$ cat src/rtl/video_pkg.sv
// Shared video definitions: default raster size, stream-responder state
// encoding and the address-derived test-pattern pixel.
package video_pkg;

   localparam int DEF_HDISP = 800;
   localparam int DEF_VDISP = 480;

   localparam logic [2:0] CTI_CLASSIC = 3'b000;
   localparam logic [2:0] CTI_INC     = 3'b010;
   localparam logic [2:0] CTI_END     = 3'b111;

   typedef enum logic [1:0] {
      IDLE,
      WAIT,
      RESP,
      BURST
   } stream_state_t;

   // {0, R, G, B} with R/G/B taken from successive index bytes.
   function automatic logic [31:0] pattern_word(input logic [23:0] idx);
      return {8'h00, idx[7:0], idx[15:8], idx[23:16]};
   endfunction

endpackage

$ cat src/rtl/wshb_if.sv
// Wishbone B4 bus bundle with master and slave views.
interface wshb_if #(
   parameter int DATA_BYTES = 4
) ();
   logic                    cyc;
   logic                    stb;
   logic                    we;
   logic [31:0]             adr;
   logic [DATA_BYTES-1:0]   sel;
   logic [2:0]              cti;
   logic [1:0]              bte;
   logic [8*DATA_BYTES-1:0] dat_ms;
   logic [8*DATA_BYTES-1:0] dat_sm;
   logic                    ack;
   logic                    err;
   logic                    rty;

   modport master (output cyc, stb, we, adr, sel, cti, bte, dat_ms,
                   input  ack, err, rty, dat_sm);
   modport slave  (input  cyc, stb, we, adr, sel, cti, bte, dat_ms,
                   output ack, err, rty, dat_sm);
endinterface

$ cat src/rtl/wshb_stream_responder.sv
// Wishbone read slave serving a test-pattern pixel per beat, with classic
// and incrementing-burst cycles, wait states, error flagging and frame end pulse.
module wshb_stream_responder
   import video_pkg::*;
#(
   parameter int HDISP       = DEF_HDISP,
   parameter int VDISP       = DEF_VDISP,
   parameter int WAIT_STATES = 1
) (
   input  logic  sys_clk,
   input  logic  sys_rst,
   wshb_if.slave wshb_ifs,
   output logic  frame_done
);

   localparam logic [31:0] NPIX     = 32'(HDISP * VDISP);
   localparam logic [29:0] LAST_IDX = 30'(HDISP * VDISP - 1);
   localparam logic [3:0]  WS_LOAD  = 4'(WAIT_STATES - 1);

   stream_state_t state_q, state_d;
   logic [3:0]    wait_q, wait_d;
   logic [29:0]   nxt_q, nxt_d;
   logic [2:0]    cti_q, cti_d;
   logic          we_q, we_d;
   logic          last_q, last_d;
   logic          ack_q, ack_d;
   logic          err_q, err_d;
   logic          fd_q, fd_d;
   logic [31:0]   dat_q, dat_d;

   logic          rsp_go;
   logic          bst_smp;
   logic [29:0]   r_idx;
   logic          r_we;
   logic          r_legal;

   logic unused_in;
   assign unused_in = ^{wshb_ifs.sel, wshb_ifs.bte, wshb_ifs.adr[1:0], wshb_ifs.dat_ms};

   always_ff @(posedge sys_clk or posedge sys_rst) begin
      if (sys_rst) begin
         state_q <= IDLE;
         wait_q  <= '0;
         nxt_q   <= '0;
         cti_q   <= CTI_CLASSIC;
         we_q    <= 1'b0;
         last_q  <= 1'b0;
         ack_q   <= 1'b0;
         err_q   <= 1'b0;
         fd_q    <= 1'b0;
         dat_q   <= '0;
      end else begin
         state_q <= state_d;
         wait_q  <= wait_d;
         nxt_q   <= nxt_d;
         cti_q   <= cti_d;
         we_q    <= we_d;
         last_q  <= last_d;
         ack_q   <= ack_d;
         err_q   <= err_d;
         fd_q    <= fd_d;
         dat_q   <= dat_d;
      end
   end

   // rsp_go: classic-latency response issued at this edge;
   // bst_smp: this edge samples a burst beat (ack lands in the next cycle).
   always_comb begin
      state_d = state_q;
      wait_d  = wait_q;
      rsp_go  = 1'b0;
      bst_smp = 1'b0;
      if (!wshb_ifs.cyc) begin
         state_d = IDLE;
      end else begin
         case (state_q)
            IDLE: begin
               if (wshb_ifs.stb) begin
                  if (WAIT_STATES == 0) begin
                     state_d = RESP;
                     rsp_go  = 1'b1;
                  end else begin
                     state_d = WAIT;
                     wait_d  = WS_LOAD;
                  end
               end
            end
            WAIT: begin
               if (wait_q == 4'd0) begin
                  state_d = RESP;
                  rsp_go  = 1'b1;
               end else begin
                  wait_d = wait_q - 4'd1;
               end
            end
            RESP: begin
               if (cti_q == CTI_INC && ack_q) begin
                  state_d = BURST;
                  bst_smp = 1'b1;
               end else begin
                  state_d = IDLE;
               end
            end
            BURST: begin
               if (last_q) state_d = IDLE;
               else        bst_smp = 1'b1;
            end
            default: state_d = IDLE;
         endcase
      end
   end

   // First beat addresses come from the live bus in IDLE, later ones from the counter.
   always_comb begin
      r_idx   = (state_q == IDLE) ? wshb_ifs.adr[31:2] : nxt_q;
      r_we    = (state_q == WAIT) ? we_q : wshb_ifs.we;
      r_legal = {2'b00, r_idx} < NPIX;
   end

   always_comb begin
      ack_d  = 1'b0;
      err_d  = 1'b0;
      fd_d   = 1'b0;
      dat_d  = dat_q;
      nxt_d  = nxt_q;
      cti_d  = cti_q;
      we_d   = we_q;
      last_d = last_q;
      if (state_q == IDLE && wshb_ifs.cyc && wshb_ifs.stb) begin
         nxt_d  = wshb_ifs.adr[31:2];
         cti_d  = wshb_ifs.cti;
         we_d   = wshb_ifs.we;
         last_d = 1'b0;
      end
      if (rsp_go || (bst_smp && wshb_ifs.stb)) begin
         dat_d = pattern_word(r_idx[23:0]);
         if (r_we || !r_legal) begin
            err_d = 1'b1;
         end else begin
            ack_d = 1'b1;
            fd_d  = (r_idx == LAST_IDX);
            nxt_d = r_idx + 30'd1;
         end
         if (bst_smp) last_d = (wshb_ifs.cti == CTI_END) || r_we || !r_legal;
      end
   end

   assign wshb_ifs.ack    = ack_q;
   assign wshb_ifs.err    = err_q;
   assign wshb_ifs.rty    = 1'b0;
   assign wshb_ifs.dat_sm = dat_q;
   assign frame_done      = fd_q;

endmodule
$ cat src/flat_wrapper.sv
// flat-port wrapper written by rule: the top's interface ports become plain ports
module wshb_stream_responder_flat import video_pkg::*;
#(
   parameter int HDISP       = DEF_HDISP,
   parameter int VDISP       = DEF_VDISP,
   parameter int WAIT_STATES = 1
)
  (sys_clk, sys_rst, frame_done, wshb_ifs_cyc, wshb_ifs_stb, wshb_ifs_we, wshb_ifs_adr, wshb_ifs_sel, wshb_ifs_cti, wshb_ifs_bte, wshb_ifs_dat_ms, wshb_ifs_ack, wshb_ifs_err, wshb_ifs_rty, wshb_ifs_dat_sm);
  wshb_if wshb_ifs_i ();
  input  logic sys_clk;
  input  logic sys_rst;
  output logic frame_done;
  input wire logic [$bits(wshb_ifs_i.cyc)-1:0] wshb_ifs_cyc;
  input wire logic [$bits(wshb_ifs_i.stb)-1:0] wshb_ifs_stb;
  input wire logic [$bits(wshb_ifs_i.we)-1:0] wshb_ifs_we;
  input wire logic [$bits(wshb_ifs_i.adr)-1:0] wshb_ifs_adr;
  input wire logic [$bits(wshb_ifs_i.sel)-1:0] wshb_ifs_sel;
  input wire logic [$bits(wshb_ifs_i.cti)-1:0] wshb_ifs_cti;
  input wire logic [$bits(wshb_ifs_i.bte)-1:0] wshb_ifs_bte;
  input wire logic [$bits(wshb_ifs_i.dat_ms)-1:0] wshb_ifs_dat_ms;
  output wire logic [$bits(wshb_ifs_i.ack)-1:0] wshb_ifs_ack;
  output wire logic [$bits(wshb_ifs_i.err)-1:0] wshb_ifs_err;
  output wire logic [$bits(wshb_ifs_i.rty)-1:0] wshb_ifs_rty;
  output wire logic [$bits(wshb_ifs_i.dat_sm)-1:0] wshb_ifs_dat_sm;
  assign wshb_ifs_i.cyc = wshb_ifs_cyc;
  assign wshb_ifs_i.stb = wshb_ifs_stb;
  assign wshb_ifs_i.we = wshb_ifs_we;
  assign wshb_ifs_i.adr = wshb_ifs_adr;
  assign wshb_ifs_i.sel = wshb_ifs_sel;
  assign wshb_ifs_i.cti = wshb_ifs_cti;
  assign wshb_ifs_i.bte = wshb_ifs_bte;
  assign wshb_ifs_i.dat_ms = wshb_ifs_dat_ms;
  assign wshb_ifs_ack = wshb_ifs_i.ack;
  assign wshb_ifs_err = wshb_ifs_i.err;
  assign wshb_ifs_rty = wshb_ifs_i.rty;
  assign wshb_ifs_dat_sm = wshb_ifs_i.dat_sm;
  wshb_stream_responder #(.HDISP(HDISP), .VDISP(VDISP), .WAIT_STATES(WAIT_STATES)) u_core (.sys_clk(sys_clk), .sys_rst(sys_rst), .wshb_ifs(wshb_ifs_i), .frame_done(frame_done));
endmodule
$ cat config.mk
export PLATFORM = sky130hd
export DESIGN_NAME = wshb_stream_responder_flat
export DESIGN_NICKNAME = d
export VERILOG_FILES = /design/src/rtl/video_pkg.sv /design/src/rtl/wshb_if.sv /design/src/rtl/wshb_stream_responder.sv /design/src/flat_wrapper.sv
export SDC_FILE = /design/constraint.sdc
export NUM_CORES = 1
export LEC_CHECK = 0
export CORE_ASPECT_RATIO = 0.75
export CORE_UTILIZATION = 46
export CTS_BUF_LIST = sky130_fd_sc_hd__clkbuf_8
export CTS_CLUSTER_DIAMETER = 30
export DETAILED_ROUTE_END_ITERATION = 8
export PLACE_DENSITY = 0.78
export REMOVE_ABC_BUFFERS = 1
export SETUP_SLACK_MARGIN = 0.4
export SLEW_MARGIN = 20
export SYNTH_ARGS = -nofsm -noshare
export SYNTH_HDL_FRONTEND = slang
export SYNTH_SLANG_ARGS = --single-unit
$ cat constraint.sdc
create_clock -name sys_clk -period 5.1 [get_ports sys_clk]
set_clock_uncertainty 0.05 [all_clocks]
set_input_delay 1.53 -clock sys_clk [delete_from_list [all_inputs] [get_ports sys_clk]]
set_output_delay 1.53 -clock sys_clk [all_outputs]
set_load 0.01 [all_outputs]
; After elaboration in Yosys (flattened, before gate mapping)
; Cells that the tools add are included.
[classes]
n_addsub = 2
magnitude_cmp = 1
n_eq_ne = 11
n_mux = 30
n_reduce_logical = 14
[op_table]
columns = op, n
row1 = $mux 30, 4
row2 = $add 30x1->30 const B, 1
row3 = $eq 30x19->1 const B, 1
row4 = $lt 30x19->1 const B, 1
row5 = $mux 1, 16
row6 = $mux 2, 5
row7 = $mux 4, 2
row8 = $pmux 2 s4, 1
row9 = $pmux 4 s2, 1
row10 = $ne 3x2->1 const B, 2
row11 = $eq 2x2->1 const B, 2
row12 = $logic_and 1x1->1, 4
row13 = $logic_not 4->1, 1
row14 = $logic_or 1x1->1, 4
row15 = $ne 2x2->1 const B, 2
row16 = $reduce_and 4->1, 1
row17 = $sub 4x1->4 const B, 1
row18 = $eq 3x2->1 const B, 1
row19 = $eq 3x3->1 const B, 1
row20 = $ne 3x3->1 const B, 1
row21 = $reduce_and 3->1, 1
row22 = $eq 2x1->1 const B, 1
row23 = $logic_not 2->1, 1
row24 = $pmux 1 s2, 1
row25 = 2 further kinds, 2
[word_totals]
ff_bits = 68
output_inout_bits = 36
elab_cells = 68

; Depth between registers and ports, before layout
; Gate-level depths: netlist of the first run.
[logic_depth]
ltp_word = 8
depth_mapped = 14
depth_no_buf = 10

; Least setup slack after synthesis of the first run
; Ideal clock, no wire load.
[synth_path]
path_type = in2reg
start = input port wshb_ifs_adr[4]
end = register u_core.nxt_q[14]
setup_time_ps = 123
arrival_ps = 3131
required_time_ps = 4927
slack_ps = 1797
cell_stages = 6
path_buffers = 0
path_cell_list = or3b_1 > a21oi_2 > or4b_4 > o21bai_1 > a211o_1 > o221a_2
[synth_between]
elab_chain_cells = 6
elab_cells_between_ends = 7
cone_classes = add/sub: 1 / order compare: 1 / mux: 3 / reduce/logical: 2
[synth_lines]
columns = item, line_no
row1 = start: declaration, flat_wrapper.sv:16  ; input wire logic [$bits(wshb_ifs_i.adr)-1:0] wshb_ifs_adr;
row2 = $mux 30 (*), wshb_stream_responder.sv:115  ; r_idx = (state_q == IDLE) ? wshb_ifs.adr[31:2] : nxt_q;
row3 = $lt 30x19->1, wshb_stream_responder.sv:117  ; r_legal = {2'b00, r_idx} < NPIX;
row4 = $logic_not 1->1, wshb_stream_responder.sv:137  ; if (r_we || !r_legal) begin
row5 = $logic_or 1x1->1, wshb_stream_responder.sv:137
row6 = $mux 30 (*), wshb_stream_responder.sv:137
row7 = $mux 30 (*), wshb_stream_responder.sv:135  ; if (rsp_go || (bst_smp && wshb_ifs.stb)) begin
row8 = via u_core.nxt_d[14], wshb_stream_responder.sv:22  ; logic [29:0] nxt_q, nxt_d;
row9 = end signal: assignment, wshb_stream_responder.sv:55  ; nxt_q <= nxt_d;
row10 = end: declaration, wshb_stream_responder.sv:22
; Mark *: on every way through the listed nets, which the timed path passes. The rest lies on a longest branch.
; A chain may end at the register's enable or synchronous reset.

; Final worst setup path of the first run
[layout_path]
start = input port wshb_ifs_adr[16]
end = register u_core.nxt_q[10]
[layout_between]
elab_chain_cells = 6
[layout_lines]
columns = item, line_no
row1 = $mux 30, wshb_stream_responder.sv:115
row2 = $lt 30x19->1, wshb_stream_responder.sv:117
row3 = $logic_not 1->1, wshb_stream_responder.sv:137
row4 = $logic_or 1x1->1, wshb_stream_responder.sv:137
row5 = $mux 30, wshb_stream_responder.sv:137
row6 = $mux 30, wshb_stream_responder.sv:135
row7 = via u_core.nxt_d[10], wshb_stream_responder.sv:22
; The timed path passes the listed nets, and every way through them passes these cells.

==> reports/qor.yml, run 1 <==
grt_pass1_vias: 3232
synth_area_um2: 3960
slew_violations: 0
antenna_found_initial: 0
worstMarginPinSlew_ns: 1.09
core_area_um2: 8090
dp_cells: 590
port_buffers: 64
die_h_um: 82.3
rsz0062_at_grt: "false"
min_period_ns: 3.86
max_cap_violations: 0
finalWorstSetupSlack_ns: 1.24
leakage_nw: 2.08
syn_inst: 436
drt-pass1-iter-count: 5
synth-async-reset-ratio_pct: 100
cts_setup_buffers: 0
htree_levels: 3
die-width_um: 109
ys.flop_type: "dfrtp_1"
die-area_um2: 8980
cts_tree: "yes"
drt_first_iter_violations: 267
layout_commonest_cell: "nand2_1"
num_vias: 3473
ys_warn_count: 0
ys_ff_latch: 68
synth_area_per_cell_um2: 9.07
detail_route.wirelength_um: 10100
m1WireLength_um: 4910
cts_buffers: 9
max_freq_ghz: 0.259
grt_pass1_wl_um: 16400
dpl.hpwl_um: 6980
cts_hold_buf: 0
pwr_density_cell_nw_per_um2: 530
critPathCaptureType: "flop"
cts_sinks: 68
setup-violations-final: 0
nNetsFinal: 577
dp_slack_ns: 0.902
ant_nets: 0
synth-edff-count: 0
grt_max_degree: 43
routabilityCongestion: 0.848
wl_met2_um: 4460
design_area_um2: 4830
avgViaCountPerCell: 5.73
cts_root_buffer: "clkbuf_8"
syn_to_final_growth_pct: 22.1
total_power_mw: 2.56
track_usage_pct: 24.4
place_area_um2: 4610
maxSlewHeadroom_pct: 27.5
status: "completed"
cts_buffer_depth: 2
num_rows: 28
nFillCells: 729
n_antenna_cell: 0
final_cell_mix: "nand2_1 (105), dfrtp_1 (68), clkdlybuf4s50_1 (64)"
cts_resized: 0
io_pins: 114
cp.arrival_ns: 4.10
crit_fanout: 17
instances_no_fill: 606
insertion_delay_ns: 0.36
hold_path_class: "flop to flop"
ys_seq_area_share_pct: 43.0
initial_core_util_pct: 48.9
drc: 0
cp-start-kind: "input port"
synth_cell_types: 74
drive_above_1_share_pct: 11.4
met3_length_um: 608
path_class: "input port to flop"
wl_per_cell_um: 16.7
cts.clk_slew.worst_paths_ns: 0.07
cp.required_ns: 5.34
top_layer: "met4"
final_hold_viol_count: 0
tns_ns: 0
overflow: 0
timing.final.crit_share_pct: 75.7
irDropWorstVdd_v: 0.000324
[cells in the mapped netlist (4+ instances only)]
master / instances / area (µm²)
nand2_1: 105 / 394
dfrtp_1: 68 / 1700
nor2_1: 42 / 158
a31oi_1: 21 / 131
a21oi_1: 16 / 80.1
clkbuf_1: 10 / 37.5
o21ai_0: 10 / 50.1
buf_4: 9 / 67.6
o221a_2: 9 / 101
buf_6: 7 / 78.8
nor3_1: 6 / 30.0
o211ai_1: 6 / 45.0
and2_1: 5 / 31.3
and3_1: 5 / 31.3
buf_2: 5 / 25.0
inv_1: 5 / 18.8
nor3b_1: 5 / 37.5
nor4_1: 5 / 31.3
mux2i_1: 4 / 40.0
o21a_1: 4 / 30.0
xor2_1: 4 / 35.0
[cell families after synthesis]
logic type / share of synthesized area [%]
adders and majority gates: 0.949
buffers and inverters: 5.95
other: 0.0948
muxes: 1.58
and+or+nand+nor: 26.8
xor gates and xnor gates: 0.885
AOI/OAI and AO/OA: 20.7
DFF: 43.0
[worst paths after layout]
kind,cells past startpoint,slack [ns],end,startpoint
setup / recovery,8,1.24,u_core.nxt_q[10],wshb_ifs_adr[16]
hold / removal,2,0.42,u_core.wshb_ifs.dat_sm[5],u_core.wshb_ifs.dat_sm[5]
setup reg to reg,10,1.85,u_core.nxt_q[14],u_core.state_q[1]
hold reg to reg,2,0.42,u_core.wshb_ifs.dat_sm[5],u_core.wshb_ifs.dat_sm[5]
max in group asynchronous,3,2.50,u_core.wshb_ifs.dat_sm[21],sys_rst
min in group asynchronous,2,1.56,u_core.nxt_q[25],sys_rst
[through the flow]
| stage | util (%) | hold slack, ns |
|---|---|---|
| 2_1_floorplan | - | 0.387 |
| 3_3_place_gp | 57.0 | 0.401 |
| 3_5_place_dp | 57.0 | 0.406 |
| 4_1_cts | 59.7 | 0.423 |
| 5_1_grt | 59.7 | 0.462 |
| 6_report | 59.7 | 0.421 |
[critical path: stages]
cell,delay (ns)
clkdlybuf4s50_1,0.54
or4bb_1,0.56
a22oi_2,0.28
o21ai_2,0.15
o2111ai_4,0.40
buf_4,0.31
o21bai_1,0.15
o221a_2,0.18
[power breakdown]
part	switching, mW	total (mW)	internal [mW]
registers	0.175	0.944	0.769
clock network	0.210	0.495	0.284
logic	0.601	1.12	0.522
total	0.987	2.56	1.58
[sequential cells by signal (all words and copies together), names as in the netlist]
signal and flops:
u_core.last_q 1, u_core.frame_done 1, u_core.wshb_ifs.ack 1, u_core.cti_q 3, u_core.nxt_q 30, u_core.state_q 2, u_core.wait_q 4, u_core.we_q 1
u_core.wshb_ifs.err 1, u_core.wshb_ifs.dat_sm 24
[per-layer routing]
layer / up-vias / track usage (%)
met1: 1673 / 35.2
met2: 117 / 36.3
met3: 12 / 5.18
met5: - / 0
met4: 0 / 8.51
li1: 1671 / -
[final cells by class]
cell class | instances | area, µm² | area share, %
tap | 105 | 131 | 2.72
inverter | 6 | 22.5 | 0.466
multi-input combinational | 338 | 2050 | 42.4
clock buffer | 10 | 138 | 2.85
sequential | 68 | 1700 | 35.2
clock inverter | 6 | 78.8 | 1.63
timing repair buffer | 73 | 708 | 14.7
(Power assumes the default switching activity.)
==> run 2: changes to the inputs <==
clock period = 3.9 ns   (was 5.1 ns; I/O delays follow)
==> run 2 against run 1 <==
- sequential share of layout area fell by 0.12 points
- die area stayed put
- non-clock buffer count is 6 higher
- final cell count grew 0.99%
- sequential power increased by 32%
- first-iteration DRC count down 13%
- count of clock-buffer cells in the layout grew 2
- clock power is 13% higher
- setup slack lost 0.61 ns
- via count increased by 1.9%
- critical path depth shrank 1
- global-route usage is 1.4 points higher
- critical path type unchanged
- largest cell class unchanged
==> reports/qor.yml, run 2 (synthesized netlist as in run 1, its figures left out) <==
cts_resized: 0  # unchanged
clkPwrFrac_pct: 16.9  # was 19.3%
htree_levels: 3  # unchanged
cts.clk_slew.worst_paths_ns: 0.08  # was 0.07 ns
irDropWorstVdd_v: 0.000369  # was 0.000324 V
critPathLaunch: "wshb_ifs_adr[16]"  # unchanged
grt_pass1_vias: 3456  # was 3232
cts_tree: "yes"  # unchanged
path_depth: 7  # was 8
initial_core_util_pct: 48.9  # unchanged
io_pins: 114  # unchanged
drt-pass1-iter-count: 6  # was 5
cts_buffers: 9  # unchanged
slowest_delay_ns: 0.54  # was 0.56 ns
rsz0062_at_grt: "false"  # unchanged
layout_commonest_cell: "nand2_1"  # unchanged
p_seq_share_pct: 37.9  # was 36.8%
drc: 0  # unchanged
drt_first_iter_violations: 231  # was 267
die-width_um: 109  # unchanged
pwr_density_cell_nw_per_um2: 680  # was 530 nW/µm²
crit_fanout: 10  # was 17
min_period_ns: 3.27
port_buffers: 64  # unchanged
ant_nets: 0  # unchanged
top_register: "u_core.nxt_q"  # unchanged
dp_cells: 596  # was 590
num_vias: 3540  # was 3473
p_sw_mw: 1.32  # was 987 µW
grt_pass1_wl_um: 17300  # was 16400 µm
die-area_um2: 8980  # unchanged
routabilityCongestion: 0.858  # was 0.848
cp.required_ns: 4.10  # was 5.34 ns
status: "completed"  # unchanged
cp_num_buf_inv: 1  # was 2
hold_path_class: "flop to flop"  # unchanged
grt_max_degree: 69  # was 43
n_antenna_cell: 0  # unchanged
cts_sinks: 68  # unchanged
nNetsFinal: 583  # was 577
final_cell_mix: "nand2_1 (105), dfrtp_1 (68), clkdlybuf4s50_1 (64)"  # unchanged
timing.final.crit_share_pct: 83.9
crit_path_cell_trace: "clkdlybuf4s50_1, or4bb_1, a22oi_2, o21ai_2, o2111ai_4, nand2_2, o221a_2"  # was clkdlybuf4s50_1, or4bb_1, a22oi_2, o21ai_2, o2111ai_4, buf_4, o21bai_1, o221a_2
slew_violations: 0  # unchanged
critPathCaptureType: "flop"  # unchanged
cp.arrival_ns: 3.47  # was 4.10 ns
die_h_um: 82.3  # unchanged
timing.reg2reg.worst_path_depth: 8  # was 10
leakage_nw: 2.09  # was 2.08 nW
track_usage_pct: 25.8  # was 24.4%
max_cap_violations: 0  # unchanged
drive_above_1_share_pct: 12.6  # was 11.4%
r2r_start: "u_core.state_q[1]"  # unchanged
tns_ns: 0  # unchanged
power.share.combinational_pct: 45.2  # was 43.8%
maxSlewHeadroom_pct: 41.7  # was 27.5%
syn_to_final_growth_pct: 22.5  # was 22.1%
p_int_mw: 1.98  # was 1.58 mW
worstMarginPinSlew_ns: 0.874  # was 1.09 ns
instances_no_fill: 612  # was 606
finalWorstSetupSlack_ns: 0.627  # was 1.24 ns
total_power_mw: 3.30  # was 2.56 mW
cts_hold_buf: 0  # unchanged
final_hold_viol_count: 0  # unchanged
insertion_delay_ns: 0.36  # about the same
reg2reg_to: "u_core.nxt_q[18]"  # was u_core.nxt_q[14]
antenna_found_initial: 0  # unchanged
core_area_um2: 8090  # unchanged
detail_route.wirelength_um: 10500  # was 10100 µm
cts_root_buffer: "clkbuf_8"  # unchanged
path_class: "input port to flop"  # unchanged
avgViaCountPerCell: 5.78  # was 5.73
r2r_slack_ns: 0.95  # was 1.85 ns
max_freq_ghz: 0.306
dp_slack_ns: 0.282  # was 0.902 ns
cts_setup_buffers: 0  # unchanged
cp_slowest_cell: "clkdlybuf4s50_1"  # was or4bb_1
cts_buffer_depth: 2  # unchanged
num_rows: 28  # unchanged
setup-violations-final: 0  # unchanged
endpoint: "u_core.nxt_q[15]"  # was u_core.nxt_q[10]
crit_family: "compound AO/OA/AOI/OAI gates"  # unchanged
cp-start-kind: "input port"  # unchanged
dpl.hpwl_um: 7280  # was 6980 µm
sw_frac_of_total_pct: 40.0  # was 38.5%
wl_per_cell_um: 17.2  # was 16.7 µm
overflow: 0  # unchanged
largest_reg_flops: 30  # unchanged
==> run 2: cell count changes in the layout (fill, tap and decap cells not counted) <==
cell / delta
inv_1: -1
buf_4: +6
bufinv_16: -2
clkinvlp_4: +1
clkbuf_8: +2
==> run 2: worst min-delay path: stages (launching register included) <==
cell	delay, ns
dfrtp_1	0.34
nand2_1	0.05
nand2_1	0.05
==> run 2: power groups by stage <==
stage / Sequential [mW] / Combinational [mW] / Clock (mW)
after global routing: 1.29 / 1.64 / 0.598
final: 1.25 / 1.49 / 0.557
after CTS: 1.24 / 1.49 / 0.571
after detailed placement: 1.25 / 1.48 / 0
after global placement: 1.23 / 1.43 / 0
after floorplan: 1.28 / 0.825 / 0
==> run 2: worst min path at each step <==
| stage | slack (ns) | depth (start not counted) | endpoint | startpoint |
|---|---|---|---|---|
| floorplan | 0.39 | 2 | u_core.cti_q[1] | u_core.cti_q[1] |
| global route | 0.45 | 2 | u_core.nxt_q[25] | u_core.nxt_q[25] |
| detailed placement | 0.41 | 2 | u_core.wshb_ifs.dat_sm[5] | u_core.wshb_ifs.dat_sm[5] |
| global placement | 0.40 | 2 | u_core.wshb_ifs.dat_sm[6] | u_core.wshb_ifs.dat_sm[6] |
| CTS | 0.42 | 2 | u_core.wshb_ifs.dat_sm[5] | u_core.wshb_ifs.dat_sm[5] |
| finish | 0.42 | 2 | u_core.wshb_ifs.dat_sm[5] | u_core.wshb_ifs.dat_sm[5] |
==> run 2: routing by layer <==
layer / wire, µm / global-route usage, % / up-vias / share of wire, %
met5: 0 / 0 / - / 0
li1: - / - / 1686 / -
met2: 4580 / 36.4 / 130 / 43
met3: 679 / 6.59 / 23 / 6.4
met4: 220 / 12.4 / 0 / 2.1
met1: 5050 / 36.7 / 1701 / 48
==> run 2: area by class of cell <==
type | instances | area (µm²)
Sequential cell | 68 | 1700
Timing Repair Buffer | 79 | 753
Clock buffer | 12 | 165
Fill cell | 703 | 3250
Inverter | 6 | 22.5
Tap cell | 105 | 131
Multi-Input combinational cell | 338 | 2050
Clock inverter | 4 | 22.5
==> run 2: metrics by stage <==
| step | instance area [µm²] | utilization (%) | hold slack, ns |
|---|---|---|---|
| 6_report | 4850 | 59.9 | 0.418 |
| 3_5_place_dp | 4660 | 57.6 | 0.405 |
| 5_1_grt | 4850 | 59.9 | 0.454 |
| 4_1_cts | 4850 | 59.9 | 0.422 |
| 3_3_place_gp | 4660 | 57.6 | 0.401 |
| 2_1_floorplan | 3770 | - | 0.387 |
